File: config.mk
export PLATFORM = sky130hd
export DESIGN_NAME = oflow_pe_registration
export DESIGN_NICKNAME = d
export VERILOG_FILES = /design/src/rtl/oflow_pe_registration.sv
export SDC_FILE = /design/constraint.sdc
export NUM_CORES = 1
export LEC_CHECK = 0
export ABC_CLOCK_PERIOD_IN_PS = 21600
export BUFFER_PORTS_ARGS = -buffer_cell sky130_fd_sc_hd__buf_2
export CAP_MARGIN = 20
export CORE_MARGIN = 2
export CORE_UTILIZATION = 45
export CTS_CLUSTER_DIAMETER = 120
export DETAILED_ROUTE_END_ITERATION = 10
export PLACE_DENSITY = 0.71
export SKIP_LAST_GASP = 1
export SLEW_MARGIN = 20
export SYNTH_ARGS = -nofsm -noshare
export SYNTH_HDL_FRONTEND = slang
export SYNTH_SLANG_ARGS = --single-unit
File: constraint.sdc
create_clock -name clk -period 21.6 [get_ports clk]
set_clock_uncertainty 0.2 [all_clocks]
set_input_delay 4.32 -clock clk [delete_from_list [all_inputs] [get_ports clk]]
set_output_delay 4.32 -clock clk [all_outputs]
set_load 0.02 [all_outputs]
File: src/rtl/oflow_pe_registration.sv
// Optical-flow PE registration: scans previous-frame candidates,
// picks the lowest L1 feature cost and assigns a matched or new ID.
module oflow_pe_registration #(
  parameter int FEATURE_NUM = 4,
  parameter int FEATURE_W   = 10,
  parameter int CAND_MAX    = 8,
  parameter int ID_LEN      = 12,
  parameter int COST_W      = FEATURE_W + 2
) (
  input  logic                             clk,
  input  logic                             reset_N,
  input  logic                             start_registration,
  input  logic [FEATURE_NUM*FEATURE_W-1:0] cur_features,
  input  logic [$clog2(CAND_MAX+1)-1:0]    num_of_candidates,
  input  logic [COST_W-1:0]                threshold,
  input  logic                             clear_ids,
  output logic                             cand_rd_en,
  output logic [$clog2(CAND_MAX)-1:0]      cand_addr,
  input  logic [FEATURE_NUM*FEATURE_W-1:0] cand_features,
  input  logic [ID_LEN-1:0]                cand_id,
  input  logic                             cand_valid,
  output logic                             done_registration,
  output logic [ID_LEN-1:0]                matched_id,
  output logic                             is_new_id,
  output logic [COST_W-1:0]                min_cost
);

  localparam int NW = $clog2(CAND_MAX+1);
  localparam int AW = $clog2(CAND_MAX);
  localparam int FW = FEATURE_NUM*FEATURE_W;
  localparam int RW = FEATURE_W + $clog2(FEATURE_NUM) + 1;
  localparam int SW = (RW > COST_W) ? RW : COST_W + 1;

  typedef enum logic [2:0] {
    IDLE, SCAN, DRAIN, DECIDE, DONE
  } state_t;

  state_t state_q, state_d;

  logic [FW-1:0]     cur_q;
  logic [NW-1:0]     n_q;
  logic [NW-1:0]     n_clip;
  logic              eval_q;
  logic [COST_W-1:0] best_cost_q;
  logic [ID_LEN-1:0] best_id_q;
  logic              best_valid_q;
  logic [ID_LEN-1:0] next_free_id;
  logic [COST_W-1:0] cost;
  logic              idle_like;
  logic              start_ok;
  logic              last_rd;
  logic              hit;

  assign n_clip = (num_of_candidates > NW'(CAND_MAX))
                ? NW'(CAND_MAX) : num_of_candidates;

  assign idle_like = (state_q == IDLE) || (state_q == DONE);
  assign start_ok  = start_registration && idle_like;
  assign last_rd   = (NW'(cand_addr) == n_q - NW'(1));
  assign hit       = best_valid_q && (best_cost_q <= threshold);

  // L1 distance between latched features and the returned candidate
  always_comb begin
    logic [SW-1:0]        sum;
    logic [FEATURE_W-1:0] a;
    logic [FEATURE_W-1:0] b;
    logic [FEATURE_W-1:0] diff;
    sum  = '0;
    a    = '0;
    b    = '0;
    diff = '0;
    for (int k = 0; k < FEATURE_NUM; k++) begin
      a    = cur_q[k*FEATURE_W +: FEATURE_W];
      b    = cand_features[k*FEATURE_W +: FEATURE_W];
      diff = (a > b) ? a - b : b - a;
      sum  = sum + SW'(diff);
    end
    cost = (sum > SW'({COST_W{1'b1}}))
         ? {COST_W{1'b1}} : sum[COST_W-1:0];
  end

  // state register
  always_ff @(posedge clk) begin
    if (!reset_N) state_q <= IDLE;
    else          state_q <= state_d;
  end

  // next-state logic
  always_comb begin
    state_d = state_q;
    unique case (state_q)
      IDLE, DONE: begin
        if (start_registration)
          state_d = (n_clip == '0) ? DECIDE : SCAN;
      end
      SCAN:    if (last_rd) state_d = DRAIN;
      DRAIN:   state_d = DECIDE;
      DECIDE:  state_d = DONE;
      default: state_d = IDLE;
    endcase
  end

  // read sequencing, best tracking and result registers
  always_ff @(posedge clk) begin
    if (!reset_N) begin
      cur_q             <= '0;
      n_q               <= '0;
      eval_q            <= 1'b0;
      best_cost_q       <= '1;
      best_id_q         <= '0;
      best_valid_q      <= 1'b0;
      next_free_id      <= '0;
      cand_rd_en        <= 1'b0;
      cand_addr         <= '0;
      done_registration <= 1'b0;
      matched_id        <= '0;
      is_new_id         <= 1'b0;
      min_cost          <= '1;
    end else begin
      eval_q <= cand_rd_en;
      if (idle_like && clear_ids)
        next_free_id <= '0;
      if (start_ok) begin
        cur_q             <= cur_features;
        n_q               <= n_clip;
        best_cost_q       <= '1;
        best_valid_q      <= 1'b0;
        done_registration <= 1'b0;
        cand_rd_en        <= (n_clip != '0);
        cand_addr         <= '0;
      end else if (state_q == SCAN) begin
        if (last_rd) cand_rd_en <= 1'b0;
        else         cand_addr  <= cand_addr + AW'(1);
      end
      if (eval_q && cand_valid && (cost < best_cost_q)) begin
        best_cost_q  <= cost;
        best_id_q    <= cand_id;
        best_valid_q <= 1'b1;
      end
      if (state_q == DECIDE) begin
        done_registration <= 1'b1;
        min_cost          <= best_cost_q;
        if (hit) begin
          matched_id <= best_id_q;
          is_new_id  <= 1'b0;
        end else begin
          matched_id   <= next_free_id;
          is_new_id    <= 1'b1;
          next_free_id <= next_free_id + ID_LEN'(1);
        end
      end
    end
  end

endmodule
Yosys cells after proc, flatten, opt, wreduce, memory -nomap -nowiden --
Cells that the tools add are included.
Storage, ports and cells: register bits after elaboration 115, output and inout port bits 30, word-level logic and storage cells 86
Operators by class: add/subtract/negate cells 14, magnitude comparators 8, equality and inequality tests 7, muxes and demuxes 23, bitwise operators 2, reduce and logical (&&, ||, !) cells 18
Operator list (count):
- 2-to-1 mux 12 bit | 7
- subtractor 10 bit | 8
- greater-than comparator 10 bit | 4
- 2-to-1 mux 10 bit | 4
- adder 12 x 10 -> 13 bit | 1
- greater-than comparator 13 x 12 -> 1 bit (second input constant) | 1
- adder 11 x 10 -> 12 bit | 1
- adder 12 x 1 -> 12 bit (second input constant) | 1
- <= comparator 12 bit | 1
- less-than comparator 12 bit | 1
- case mux 3 bit (4 select lines) | 1
- adder 10 x 10 -> 11 bit | 1
- nonzero test 2 bit | 4
- 2-to-1 mux 1 bit | 7
- equality test 3 x 2 -> 1 bit (second input constant) | 2
- 2-to-1 mux 3 bit | 2
- AND reduction 2 bit | 3
- logical AND 1 bit | 5
- equality test 3 x 4 -> 1 bit | 1
- greater-than comparator 4 bit (second input constant) | 1
- logical NOT 4 bit | 1
- 2-to-1 mux 4 bit | 1
- != test 2 bit (second input constant) | 2
- nonzero test 4 bit | 1
- 9 further kinds | 11

Logic depth before layout (Yosys ltp) --
depth in word-level cells 10, depth in mapped cells 33, mapped depth without buffers 30

Worst setup path after synthesis --
Ideal clock, no wire load.
path type input -> register, from in cand_features[0], to reg best_id_q[10], library setup time 116 ps, data arrival time 9919 ps, data required time 21284 ps, path slack 11365 ps, stages on the path 31, cell sequence ha_1 inv_1 fa_1 a21o_1 a21oi_1 o211ai_1 a41o_1 buf_6 mux2_2 fa_1 inv_1 fa_1 inv_1 ha_1 inv_1 fa_1 nor2b_1 o21ai_0 a21boi_1 o221ai_1 xnor2_1 ha_1 a21oi_1 nor2b_1 o21ai_0 o211ai_1 a21oi_1 buf_2 buf_4 mux2i_1 nor2b_1
Between the ends: word-level cells in the longest chain between the ends 9, elaborated cells on any way between the ends 11, those cells by class 5 x add/sub; 3 x order compare; 2 x mux; 1 x reduce/logical
Ends and longest elaborated chain:
- start: declaration | line 19 | input logic [FEATURE_NUM*FEATURE_W-1:0] cand_features,
- subtractor 10 bit or greater-than comparator 10 bit (tied branches) | line 75 | diff = (a > b) ? a - b : b - a;
- 2-to-1 mux 10 bit * | line 75
- adder 10 x 10 -> 11 bit * | line 76 | sum = sum + SW'(diff);
- adder 11 x 10 -> 12 bit * | line 76
- adder 12 x 10 -> 13 bit * | line 76
- greater-than comparator 13 x 12 -> 1 bit | line 78 | cost = (sum > SW'({COST_W{1'b1}}))
- 2-to-1 mux 12 bit * | line 79 | ? {COST_W{1'b1}} : sum[COST_W-1:0];
- less-than comparator 12 bit * | line 135 | if (eval_q && cand_valid && (cost < best_cost_q)) begin
- logical AND 1 bit * | line 135
- end signal: assignment | line 137 | best_id_q <= cand_id;
- end: declaration | line 45 | logic [ID_LEN-1:0] best_id_q;
Mark *: on every way between the ends. The rest lies on a longest branch, timed or not. A chain may end at the register's enable or synchronous reset.

Worst setup path after layout --
from in cand_features[13], to reg best_cost_q[10]
Between the ends: word-level cells in the longest chain between the ends 10, elaborated cells on any way between the ends 13, those cells by class 5 x add/sub; 3 x order compare; 3 x mux; 2 x reduce/logical
Ends and longest elaborated chain:
- subtractor 10 bit or greater-than comparator 10 bit (tied branches) | line 75
- 2-to-1 mux 10 bit * | line 75
- adder 10 x 10 -> 11 bit * | line 76
- adder 11 x 10 -> 12 bit * | line 76
- adder 12 x 10 -> 13 bit * | line 76
- greater-than comparator 13 x 12 -> 1 bit | line 78
- 2-to-1 mux 12 bit * | line 79
- less-than comparator 12 bit | line 135
- logical AND 1 bit | line 135
- 2-to-1 mux 12 bit or nonzero test 2 bit (tied branches)
- end signal: assignment | line 136 | best_cost_q <= cost;
- end: declaration | line 44 | logic [COST_W-1:0] best_cost_q;
Marks and branches as above.

==> flow_metrics.env <==
export IMPL_status="complete, no violations"
export IMPL_synth_top_area_cell="dfxtp_1"
export IMPL_slowest_delay_ns=0.80
export IMPL_fin_crit_ns=11.19
export IMPL_relSlewSlack_pct=30.8
export IMPL_synth_top_area_share_pct=24.3
export IMPL_seqPwrFrac_pct=21.1
export IMPL_clock_sinks=115
export IMPL_hold_viol=0
export IMPL_gp_congestion=0.850
export IMPL_synth_cell_type_count=54
export IMPL_drt_iter0_drc=451
export IMPL_clk_pin_slew_ns=0.06
export IMPL_synth_area_leaders="dfxtp_1, ha_1, inv_1, fa_1, mux2i_1"
export IMPL_end_kind="register"
export IMPL_p_per_area_mw_per_mm2=101
export IMPL_drive_gt1_share_pct=14.4
export IMPL_multi_input_comb_area_sq_mm=0.00635
export IMPL_first_global_vias=7839
export IMPL_syn_area_per_cell_sq_um=8.01
export IMPL_overflow=0
export IMPL_worst_ep_arrival_time_ns=11.23
export IMPL_cts_buffer_depth=2
export IMPL_worst_setup_path_type="in2reg"
export IMPL_die_x_um=149
export IMPL_yosys_warnings=0
export IMPL_area_delta_synth_final_pct=15.0
export IMPL_fillerInstances=2015
export IMPL_critPathMaxFanout=37
export IMPL_p_int_uw=625
export IMPL_tns_ns=0
export IMPL_dp_hpwl_um=17000
export IMPL_final_area_sq_mm=0.0109
export IMPL_synth_edf_count=0
export IMPL_clk_latency_ns=0.42
export IMPL_ff_latch_area_sq_mm=0.00230
export IMPL_ys_flop_type="dfxtp_1"
export IMPL_maxCapViolations=0
export IMPL_syn_nets=1437
export IMPL_io_buffers=142
export IMPL_dieArea_sq_mm=0.0222
export IMPL_path_common_cell="inv_1"
export IMPL_synth_most_common_cell="inv_1"
export IMPL_max_vdd_ir_drop_v=0.0000871
export IMPL_post_drt_wl_per_cell_um=14.2
export IMPL_clockPowerShare_pct=24.8
export IMPL_fin_ws_ns=10.41
export IMPL_setup_viol=0
export IMPL_drcViolationCount=0
export IMPL_synth_seq_cells=115
export IMPL_power_switching_uw=476
export IMPL_grt_max_degree=114
export IMPL_netlist_top_cells_count="inv_1, nand2_1, dfxtp_1"
export IMPL_via_count=8190
export IMPL_htree_num_levels=4
export IMPL_vias_per_cell=5.17
export IMPL_core_area_sq_mm=0.0208
export IMPL_slew_violations=0
export IMPL_nNetsFinal=1550
export IMPL_cts_resized=0
export IMPL_worst_slew_pin_slew_ns=1.04
export IMPL_totalWireLength_um=22500
export IMPL_cts_hold_buffers=0
export IMPL_dpl_cell_area_sq_mm=0.0103
export IMPL_post_route_period_util_pct=51.8
export IMPL_rsz0062_at_grt="false"
export IMPL_ioPinCount=143
export IMPL_seq_area_frac_synth_pct=24.3
export IMPL_root_buffer="clkbuf_16"
export IMPL_grt_use_total_pct=20.7
export IMPL_switching_share_pct=43.2
export IMPL_start_util_pct=45.5
export IMPL_fmaxAchievable_ghz=0.0894
export IMPL_p_total_uw=1100
export IMPL_pwr_share_comb_pct=54.2
export IMPL_startpoint_type="primary input"
export IMPL_synth_cells=1183
export IMPL_antenna_found_initial=1
export IMPL_syn_area_sq_mm=0.00948
export IMPL_cts_buffers=17
export IMPL_cts_post_setup_buffers_inserted=0
export IMPL_drt_pass1_iterations=5
export IMPL_rows=53
export IMPL_grt_pass1_wl_um=37200
export IMPL_cts_tree="built"
export IMPL_antennaDiodeCount=0
export IMPL_hold_path_class="reg2reg"
export IMPL_antenna_left=0
export IMPL_p_leak_uw=0.00524
export IMPL_place_ws_ns=10.01
export IMPL_ys_async_sr_fraction_pct=0
export IMPL_critPathRequiredTime_ns=21.64
export IMPL_slowest_stage="a21oi_4"
export IMPL_die_h_um=149
power groups by stage:
| stage | Sequential (uW) | Combinational [uW] | Clock [uW] |
|---|---|---|---|
| CTS | 232 | 596 | 278 |
| global route | 233 | 684 | 288 |
| global placement | 236 | 582 | 0 |
| detailed placement | 237 | 589 | 0 |
| finish | 232 | 596 | 273 |
| floorplan | 235 | 452 | 0 |
layer usage:
| metal | part of all wire [%] | vias up | global-route usage (%) |
|---|---|---|---|
| met5 | 0.071 | - | 0 |
| met4 | 1.5 | 2 | 6.62 |
| met3 | 4.2 | 21 | 3.94 |
| met2 | 46 | 174 | 34.1 |
| met1 | 48 | 3798 | 27.3 |
| li1 | - | 4195 | - |
registers in the layout, indices dropped and copies added (netlist names):
| name | count |
|---|---|
| cur_q | 40 |
| best_id_q | 12 |
| cand_addr | 3 |
| state_q | 3 |
| eval_q | 1 |
| best_cost_q | 12 |
| cand_rd_en | 1 |
| min_cost | 12 |
| is_new_id | 1 |
| next_free_id | 12 |
| best_valid_q | 1 |
| n_q | 4 |
| done_registration | 1 |
| matched_id | 12 |
final cells by class:
cell class	count	area share [%]
Sequential cell	115	21.1
Clock inverter	15	1.22
Multi-Input combinational cell	853	58.2
Inverter	163	5.61
Tap cell	275	3.15
Clock buffer	17	3.90
Timing Repair Buffer	146	6.79
placed cells by master, fill, tap and decap left out, types with 17 or more instances in the layout:
cell | Yosys | layout
a21boi_0 | 51 | 51
a21o_1 | 29 | 29
a21oi_1 | 69 | 68
buf_2 | 10 | 142
clkbuf_16 | 0 | 17
dfxtp_1 | 115 | 115
fa_1 | 28 | 28
ha_1 | 113 | 113
inv_1 | 163 | 163
mux2i_1 | 51 | 51
nand2_1 | 128 | 128
nand3_1 | 19 | 19
nor2_1 | 46 | 46
nor2b_1 | 39 | 39
nor3_1 | 22 | 22
o211ai_1 | 18 | 18
o21ai_0 | 72 | 72
xnor2_1 | 25 | 25
xor2_1 | 20 | 20
critical path, delay by kind of cell:
family                   cells  cell delay, ns
AO/OA/AOI/OAI               12            3.26
XOR/XNOR                     1            0.23
adder cells (fa/ha/maj)      6            2.22
buffers and inverters        5            0.30
multiplexers                 1            0.43
AND/OR/NAND/NOR              4            0.48
worst paths after layout:
| kind | from | endpoint | slack [ns] | cells past startpoint |
|---|---|---|---|---|
| worst max-delay path | cand_features[13] | best_cost_q[10] | 10.41 | 29 |
| worst min-delay path | cur_q[9] | cur_q[9] | 0.27 | 2 |
| worst max register to register | cur_q[20] | best_cost_q[10] | 14.08 | 29 |
| worst min register to register | cur_q[9] | cur_q[9] | 0.27 | 2 |
cells by family after synthesis:
family          count (synthesis)  synth area share (%)
flops                         115                  24.3
compound gates                291                  19.6
xor+xnor                       45                  4.16
fa+ha+maj                     141                  20.8
mux                            55                  5.86
buf+inv                       215                  8.88
simple gates                  321                  16.4
stage by stage:
stage	utilization (%)	hold WS [ns]	instances
2_1_floorplan	-	0.247	1183
3_3_place_gp	49.7	0.258	1552
3_5_place_dp	49.7	0.267	1552
4_1_cts	52.4	0.275	1584
5_1_grt	52.4	0.303	1584
6_report	52.4	0.269	1584
No activity file was read; power rests on OpenSTA's default activity.
